## config.mk

```make
export PLATFORM = sky130hd
export DESIGN_NAME = fp_divider
export DESIGN_NICKNAME = d
export VERILOG_FILES = /design/src/rtl/fp_pkg.sv /design/src/rtl/fp_mant_div.sv /design/src/rtl/fp_divider.sv
export SDC_FILE = /design/constraint.sdc
export NUM_CORES = 1
export LEC_CHECK = 0
export CELL_PAD_IN_SITES_DETAIL_PLACEMENT = 1
export CELL_PAD_IN_SITES_GLOBAL_PLACEMENT = 1
export CORE_UTILIZATION = 45
export DETAILED_ROUTE_END_ITERATION = 7
export HOLD_SLACK_MARGIN = 0.08
export PLACE_DENSITY_LB_ADDON = 0.15
export SLEW_MARGIN = 20
export SYNTH_ARGS = -nofsm -noshare
export SYNTH_HDL_FRONTEND = slang
export SYNTH_SLANG_ARGS = --single-unit
```

## constraint.sdc

```tcl
create_clock -name clk -period 9 [get_ports clk]
set_input_delay 1.8 -clock clk [delete_from_list [all_inputs] [get_ports clk]]
set_output_delay 1.8 -clock clk [all_outputs]
set_load 0.02 [all_outputs]
```

## src/rtl/fp_pkg.sv

```systemverilog
// Shared binary32 constants and the divider FSM state type.
package fp_pkg;

  localparam int FP_BIAS    = 127;
  localparam int FP_EXP_W   = 8;
  localparam int FP_MAN_W   = 23;
  localparam int FP_EXP_MAX = 255;

  localparam logic [31:0] FP_POS_INF = 32'h7F80_0000;

  typedef enum logic [1:0] {
    IDLE  = 2'd0,
    PREP  = 2'd1,
    DIV   = 2'd2,
    ROUND = 2'd3
  } fp_state_t;

endpackage

```

## src/rtl/fp_mant_div.sv

```systemverilog
// 25-bit restoring mantissa divider, one quotient bit per step, MSB first.
// After load, 25 steps yield floor(dividend * 2^24 / divisor).
module fp_mant_div (
  input  logic        clk,
  input  logic        rst,
  input  logic        load,
  input  logic        step,
  input  logic [24:0] dividend,
  input  logic [23:0] divisor,
  output logic [24:0] quot,
  output logic        last
);

  logic [25:0] rem_q, rem_d;
  logic [23:0] div_q;
  logic [24:0] quot_q, quot_d;
  logic [4:0]  cnt_q;
  logic        ge;
  logic [25:0] sub;

  // One restoring step: subtract when possible, then shift the remainder up.
  always_comb begin
    ge     = rem_q >= {2'b00, div_q};
    sub    = rem_q - {2'b00, div_q};
    rem_d  = (ge ? sub : rem_q) << 1;
    quot_d = (quot_q << 1) | {24'd0, ge};
  end

  // Remainder, divisor, quotient and step counter registers.
  always_ff @(posedge clk or posedge rst) begin
    if (rst) begin
      rem_q  <= '0;
      div_q  <= '0;
      quot_q <= '0;
      cnt_q  <= '0;
    end else if (load) begin
      rem_q  <= {1'b0, dividend};
      div_q  <= divisor;
      quot_q <= '0;
      cnt_q  <= 5'd24;
    end else if (step) begin
      rem_q  <= rem_d;
      quot_q <= quot_d;
      if (cnt_q != 5'd0) cnt_q <= cnt_q - 5'd1;
    end
  end

  assign quot = quot_q;
  assign last = (cnt_q == 5'd0);

endmodule

```

## src/rtl/fp_divider.sv

```systemverilog
// Iterative binary32 divider: start/done handshake, fixed 27-cycle latency,
// restoring mantissa division and round-half-up.
module fp_divider
  import fp_pkg::*;
(
  input  logic        clk,
  input  logic        rst,
  input  logic [31:0] in1,
  input  logic [31:0] in2,
  input  logic        start,
  output logic        busy,
  output logic        done,
  output logic [31:0] quotient,
  output logic        div_by_zero,
  output logic        overflow
);

  fp_state_t state_q, state_d;

  logic [31:0]       a_q, b_q;
  logic              sign_q, dbz_case_q, zero_case_q;
  logic signed [9:0] exp_q;

  // Unpack signals
  logic [FP_EXP_W-1:0] e1, e2;
  logic [23:0]         m1, m2;
  logic                m_lt;
  logic [24:0]         dividend_al;
  logic signed [9:0]   exp_prep;

  // Mantissa divider signals
  logic [24:0] q;
  logic        div_last;

  // Round/pack signals
  logic [24:0]         man_sum;
  logic                man_carry;
  logic [FP_MAN_W-1:0] man_rnd;
  logic signed [9:0]   exp_rnd;
  logic [31:0]         result;
  logic                res_dbz, res_ovf;

  // Unpack latched operands and align the dividend so the quotient MSB is set.
  always_comb begin
    e1          = a_q[30:23];
    e2          = b_q[30:23];
    m1          = {1'b1, a_q[22:0]};
    m2          = {1'b1, b_q[22:0]};
    m_lt        = m1 < m2;
    dividend_al = m_lt ? {m1, 1'b0} : {1'b0, m1};
    exp_prep    = $signed({2'b00, e1}) - $signed({2'b00, e2}) + $signed(10'(FP_BIAS))
                  - (m_lt ? 10'sd1 : 10'sd0);
  end

  fp_mant_div u_mant_div (
    .clk      (clk),
    .rst      (rst),
    .load     (state_q == PREP),
    .step     (state_q == DIV),
    .dividend (dividend_al),
    .divisor  (m2),
    .quot     (q),
    .last     (div_last)
  );

  // Round half-up on the guard bit and pack with special-case priority.
  always_comb begin
    man_sum   = {1'b0, q[24:1]} + {24'd0, q[0]};
    man_carry = man_sum[24];
    // On carry the low bits are already zero, which is the wanted mantissa.
    man_rnd   = man_sum[FP_MAN_W-1:0];
    exp_rnd   = exp_q + $signed({9'd0, man_carry});
    res_dbz   = 1'b0;
    res_ovf   = 1'b0;
    if (dbz_case_q) begin
      result  = FP_POS_INF | {sign_q, 31'd0};
      res_dbz = 1'b1;
    end else if (zero_case_q) begin
      result  = {sign_q, 31'd0};
    end else if (exp_rnd >= FP_EXP_MAX) begin
      result  = FP_POS_INF | {sign_q, 31'd0};
      res_ovf = 1'b1;
    end else if (exp_rnd <= 0) begin
      result  = {sign_q, 31'd0};
    end else begin
      result  = {sign_q, exp_rnd[7:0], man_rnd};
    end
  end

  // FSM next-state: IDLE -> PREP -> DIV (25 steps) -> ROUND -> IDLE.
  always_comb begin
    state_d = state_q;
    unique case (state_q)
      IDLE:    if (start) state_d = PREP;
      PREP:    state_d = DIV;
      DIV:     if (div_last) state_d = ROUND;
      ROUND:   state_d = IDLE;
      default: state_d = IDLE;
    endcase
  end

  // FSM state register.
  always_ff @(posedge clk or posedge rst) begin
    if (rst) state_q <= IDLE;
    else     state_q <= state_d;
  end

  // Operand capture, prep results, handshake and result registers.
  always_ff @(posedge clk or posedge rst) begin
    if (rst) begin
      a_q         <= '0;
      b_q         <= '0;
      sign_q      <= 1'b0;
      dbz_case_q  <= 1'b0;
      zero_case_q <= 1'b0;
      exp_q       <= '0;
      busy        <= 1'b0;
      done        <= 1'b0;
      quotient    <= '0;
      div_by_zero <= 1'b0;
      overflow    <= 1'b0;
    end else begin
      done <= 1'b0;
      if (state_q == IDLE && start) begin
        a_q  <= in1;
        b_q  <= in2;
        busy <= 1'b1;
      end
      if (state_q == PREP) begin
        sign_q      <= a_q[31] ^ b_q[31];
        dbz_case_q  <= (e2 == '0);
        zero_case_q <= (e1 == '0);
        exp_q       <= exp_prep;
      end
      if (state_q == ROUND) begin
        busy        <= 1'b0;
        done        <= 1'b1;
        quotient    <= result;
        div_by_zero <= res_dbz;
        overflow    <= res_ovf;
      end
    end
  end

endmodule

```

# Word level (Yosys, flattened, before mapping)
# Index checks and enable logic that the tools add are counted.
# word_totals
mem_bits_rw,0
inputBits,67
out_inout_bits,36
mem_bits_ro,0
n_memories,0
latchBits,0
ff_bits,195
word_cells,69
# op_classes
shifts,0
multipliers,0
muxes,24
add_sub_neg,7
n_eq_ne,5
reduce_logical,11
bitwise,2
div,0
n_lt_le_gt_ge,4
# op_table
cell,count
2-to-1 mux 31 bit,4
2-to-1 mux 25 bit,4
2-to-1 mux 26 bit,2
>= comparator 26 x 24 -> 1 bit,1
adder 24 x 1 -> 25 bit,1
bitwise OR 25 x 1 -> 25 bit,1
subtractor 25 x 24 -> 25 bit,1
less-than comparator 24 bit,1
logical NOT 8 bit,2
2-to-1 mux 5 bit,3
adder 10 x 2 -> 10 bit,1
"adder 9 x 8 -> 10 bit, second input constant",1
">= comparator 10 x 9 -> 1 bit, second input constant",1
"<= comparator 10 x 1 -> 1 bit, second input constant",1
subtractor 10 x 2 -> 10 bit,1
subtractor 8 x 8 -> 9 bit,1
2-to-1 mux 1 bit,8
case mux 2 bit (4 select lines),1
nonzero test 2 bit,3
logical NOT 5 bit,1
nonzero test 5 bit,1
"subtractor 5 x 1 -> 5 bit, second input constant",1
"== test 2 bit, second input constant",2
2-to-1 mux 2 bit,2
6 further kinds,8

# Longest topological paths before layout
# depth
word_depth,7
ltp_mapped,20
mapped_depth_nobuf,19

# Modules after synthesis
# Synthesis repeated with hierarchy kept, for this count alone.
# unflattened
hier_cells,1139
area_unflattened_um2,11476.0
# by_module_without_submodules
module,instances,cells_each,area_each_um2,seq_area_each_um2
fp_divider,1,616,6650.1,2877.8
fp_mant_div,1,523,4825.9,2001.9

# Worst setup path before layout
# No wires, ideal clock.
# synth_path
kind,register to register
startpoint,reg u_mant_div.quot_q[0] (netlist: u_mant_div.quot[0])
endpoint,reg quotient[10]
stages_incl_launch_ff,19
setup_slack_ps,5274
path_buffers,1
required_time_ps,8917
arrival_ps,3643
cell_sequence,dfrtp_1 ha_1 ha_1 nand3_1 nor3_1 and3_1 inv_1 nor3_1 and3_1 ha_1 ha_1 nand4_1 nor2_1 xor2_1 nor2_1 a41oi_1 nand4_1 clkbuf_1 o22ai_1
# synth_via
elab_chain_len,7
word_cells_on_any_way,8
classes_between,add/sub (2); order compare (2); mux (4)
# synth_lines
item,line,rtl
from (decl),fp_mant_div.sv:16,"logic [24:0] quot_q, quot_d;"
from (signal assigned),fp_mant_div.sv:43,quot_q <= quot_d;
adder 24 x 1 -> 25 bit (*),fp_divider.sv:68,"man_sum = {1'b0, q[24:1]} + {24'd0, q[0]};"
adder 10 x 2 -> 10 bit,fp_divider.sv:72,"exp_rnd = exp_q + $signed({9'd0, man_carry});"
<= comparator 10 x 1 -> 1 bit,fp_divider.sv:83,end else if (exp_rnd <= 0) begin
2-to-1 mux 31 bit,fp_divider.sv:83,
2-to-1 mux 31 bit (*),fp_divider.sv:80,end else if (exp_rnd >= FP_EXP_MAX) begin
2-to-1 mux 31 bit (*),fp_divider.sv:78,end else if (zero_case_q) begin
2-to-1 mux 31 bit (*),fp_divider.sv:75,if (dbz_case_q) begin
to (signal assigned),fp_divider.sv:138,quotient <= result;
to (decl),fp_divider.sv:13,"output logic [31:0] quotient,"
# Mark *: on every way between the ends. The rest lies on a longest branch, timed or not.
# A chain may end at the register's enable or synchronous reset.

# Worst setup path after layout
# layout_path
startpoint,reg u_mant_div.quot_q[0] (netlist: u_mant_div.quot[0])
endpoint,reg quotient[0]
# The elaborated chain is that of the path after synthesis.

==> impl_metrics.py <==
metrics = {
    "logic_synthesis": {
        "yosys_most_used_dff": "sky130_fd_sc_hd__dfrtp_1",
        "ys_seq_elements": 195,
        "post-synth-top-area-fraction_pct": 44.28,
        "synthDominantAreaCellType": "sky130_fd_sc_hd__dfrtp_1",
        "postSynthCellCount": 1113,
        "avgSynthCellArea_um2": 9.902,
        "synth_most_common_cell": "sky130_fd_sc_hd__dfrtp_1",
        "mappedNetlistNets": 1256,
        "async_sr_flop_fraction_pct": 100.0,
        "ys_seq_area_share_pct": 44.28,
        "synth-edff-count": 0,
        "synth.top_cells.by_area": "sky130_fd_sc_hd__dfrtp_1 44%, sky130_fd_sc_hd__ha_1 8.3%, sky130_fd_sc_hd__mux2_2 7.8%",
        "ys.warnings.count": 0,
        "synth_commonest_cells": "195 x sky130_fd_sc_hd__dfrtp_1, 112 x sky130_fd_sc_hd__inv_1, 86 x sky130_fd_sc_hd__nand2_1",
        "mappedNetlistArea_um2": 11020,
        "synth_cell_types": 66,
    },
    "clock_network": {
        "cts_buffer_depth": 2,
        "htreeDepth": 4,
        "clk_pin_slew_ns": 0.07,
        "num_cts_buffers": 17,
        "cts.sinks": 195,
        "cts_stage_hold_buffer_count": 0,
        "postCtsSetupRepairBufs": 0,
        "cts_tree": "yes",
        "clock_insertion_delay_at_the_later_pin_of_the_skew_report_ns": 0.45,
        "clock_tree.root_cell": "sky130_fd_sc_hd__clkbuf_16",
        "cts_resized": 0,
    },
    "routing": {
        "total_wirelength_mm": 26.11,
        "wl_per_cell_um": 17.13,
        "detail_route.first_pass.iterations": 4,
        "vias_per_cell": 5.524,
        "postRouteAntennaNets": 0,
        "drc": 0,
        "route.vias.total": 8419,
        "drt_iter0_drc": 322,
    },
    "layout": {
        "antenna-diode-count": 0,
        "filler_cell_count": 2620,
        "area.sequential_um2": 4880,
        "multi_input_combinational_cell_area_um2": 5527,
        "layout-drive-gt1-share_pct": 10.62,
        "areaGrowthSynthToFinish_pct": 17.20,
        "nets": 1335,
    },
    "critical_path": {
        "cp_data_arrival_time_ns": 5.20,
        "path_class": "reg2reg",
        "worst_ep_required_time_ns": 9.33,
        "crit_path_max_fanout": 23,
        "reg2regPathDepth": 17,
        "endpoint_kind": "flop",
        "cp-start-kind": "flop",
    },
    "floorplanning": {
        "io_pins": 103,
        "die_height_um": 158.5,
        "core_area_um2": 23750,
        "placement_rows": 56,
        "floorplan_die_area_um2": 25120,
        "die_x_um": 158.5,
        "start_util_pct": 46.40,
    },
    "global_routing": {
        "grt_pass1_wl_mm": 44.62,
        "global_route.usage.total_pct": 22.51,
        "grt_overflow_total": 0,
        "grt_pass1_vias": 8869,
        "initial_antenna_violation_count": 0,
        "largest_net_degree_at_the_start_of_global_routing": 134,
    },
    "placed_design": {
        "port_buffers": 102,
        "dp_hpwl_mm": 18.47,
        "dpl_worst_slack_ns": 4.062,
        "globalplace.congestion": 0.8188,
    },
    "timing": {
        "period_needed_ns": 4.871,
        "setup_ws_ns": 4.129,
        "transition_at_the_pin_with_the_smallest_max_transition_slack_ns": 1.081,
        "final_min_period_over_clock_period_pct": 54.12,
        "rsz0062_at_grt": "false",
        "setup_viol_count_final": 0,
        "clock_skew_ns": 0.01350,
        "fmaxAchievable_ghz": 0.2053,
        "timing.final.hold_violations": 0,
        "tns_ns": 0,
        "timing.final.max_slew_violations": 0,
        "relSlewSlack_pct": 27.74,
    },
    "min_path": {
        "min-delay-path-class": "reg2reg",
        "timing.hold.worst_path_depth": 1,
    },
    "status": {
        "run_status": "finished clean",
    },
    "job": {
        "maxCapViolations": 0,
    },
}
worst paths after layout:
check	from	to	slack, ns
worst min-delay path	u_mant_div.div_q[23]	u_mant_div.div_q[23]	0.49
worst min register to register	u_mant_div.div_q[23]	u_mant_div.div_q[23]	0.49
worst max-delay path	u_mant_div.quot[0]	quotient[0]	4.13
min in group asynchronous	rst	div_by_zero	1.96
max in group asynchronous	rst	u_mant_div.rem_q[14]	5.59
worst max register to register	u_mant_div.quot[0]	quotient[0]	4.13
flip-flops by register name, summed over array words and instances, names as in the netlist:
signal,flops
busy,1
quotient,32
a_q,32
u_mant_div.cnt_q,5
sign_q,1
div_by_zero,1
done,1
dbz_case_q,1
u_mant_div.div_q,24
u_mant_div.quot,25
b_q,32
exp_q,10
state_q,2
overflow,1
zero_case_q,1
u_mant_div.rem_q,26
per-stage QoR:
| stage | cells | cell area, um^2 | hold slack (ns) | util, % |
|---|---|---|---|---|
| 6_report | 1524 | 12920 | 0.4916 | 54.38 |
| 5_1_grt | 1524 | 12920 | 0.5191 | 54.38 |
| 4_1_cts | 1524 | 12920 | 0.4954 | 54.38 |
| 3_5_place_dp | 1492 | 12310 | 0.4778 | 51.83 |
| 3_3_place_gp | 1492 | 12310 | 0.4535 | 51.83 |
| 2_1_floorplan | 1113 | 11020 | 0.4396 | - |
critical path: stages, from the launching register on:
cell and delay (ns):
sky130_fd_sc_hd__dfrtp_1 0.38, sky130_fd_sc_hd__ha_1 0.22, sky130_fd_sc_hd__ha_1 0.19, sky130_fd_sc_hd__nand3_1 0.16
sky130_fd_sc_hd__nor3_1 0.30, sky130_fd_sc_hd__and3_1 0.26, sky130_fd_sc_hd__inv_1 0.07, sky130_fd_sc_hd__nor3_1 0.32
sky130_fd_sc_hd__and3_1 0.20, sky130_fd_sc_hd__ha_1 0.19, sky130_fd_sc_hd__ha_1 0.26, sky130_fd_sc_hd__nand4_1 0.14
sky130_fd_sc_hd__nor2_1 0.14, sky130_fd_sc_hd__xor2_1 0.24, sky130_fd_sc_hd__nor2_1 0.07, sky130_fd_sc_hd__a41oi_1 0.39
sky130_fd_sc_hd__nand4_1 0.82, sky130_fd_sc_hd__o22ai_1 0.39
layer usage:
metal	routed length (um)	up-vias	track usage, %
li1	-	4073	-
met4	283	0	5.403
met3	476	18	2.422
met5	0	-	0
met2	13280	89	39.85
met1	12070	4239	29.34
kinds of logic (layout without fill, tap and decap cells):
family / after synthesis / after routing / share of synthesized area [%]
xor+xnor: 64 / 64 / 5.086
fa+ha+maj: 76 / 76 / 8.833
mux: 98 / 98 / 9.764
compound gates: 266 / 266 / 15.78
simple gates: 252 / 252 / 10.45
buf+inv: 162 / 254 / 5.813
flops: 195 / 195 / 44.28
layout by cell type, fill, tap and decap left out, drive strengths merged, types with 10 or more instances in the layout:
cell type | netlist | final
nand2 | 86 | 86
o221ai | 16 | 16
xor2 | 29 | 29
mux2 | 76 | 76
nor2 | 70 | 70
clkbuf | 41 | 19
a21o | 18 | 18
o21ai | 53 | 53
nor4 | 10 | 10
o22ai | 30 | 30
nand3 | 24 | 24
nor3 | 16 | 16
a22o | 20 | 20
inv | 113 | 121
clkdlybuf4s50 | 0 | 102
dfrtp | 195 | 195
a21oi | 75 | 75
nand4 | 14 | 14
ha | 73 | 73
mux2i | 22 | 22
xnor2 | 35 | 35
final cells by class:
| class | count | area share (%) |
|---|---|---|
| Clock inverter | 13 | 1.259 |
| Timing Repair Buffer | 109 | 8.312 |
| Inverter | 113 | 3.342 |
| Tap cell | 319 | 3.090 |
| Clock buffer | 19 | 3.429 |
| Sequential cell | 195 | 37.78 |
| Multi-Input combinational cell | 756 | 42.79 |
Power is not shown: default switching activity piles up to over one toggle a cycle in this logic, so the estimate is an artifact.
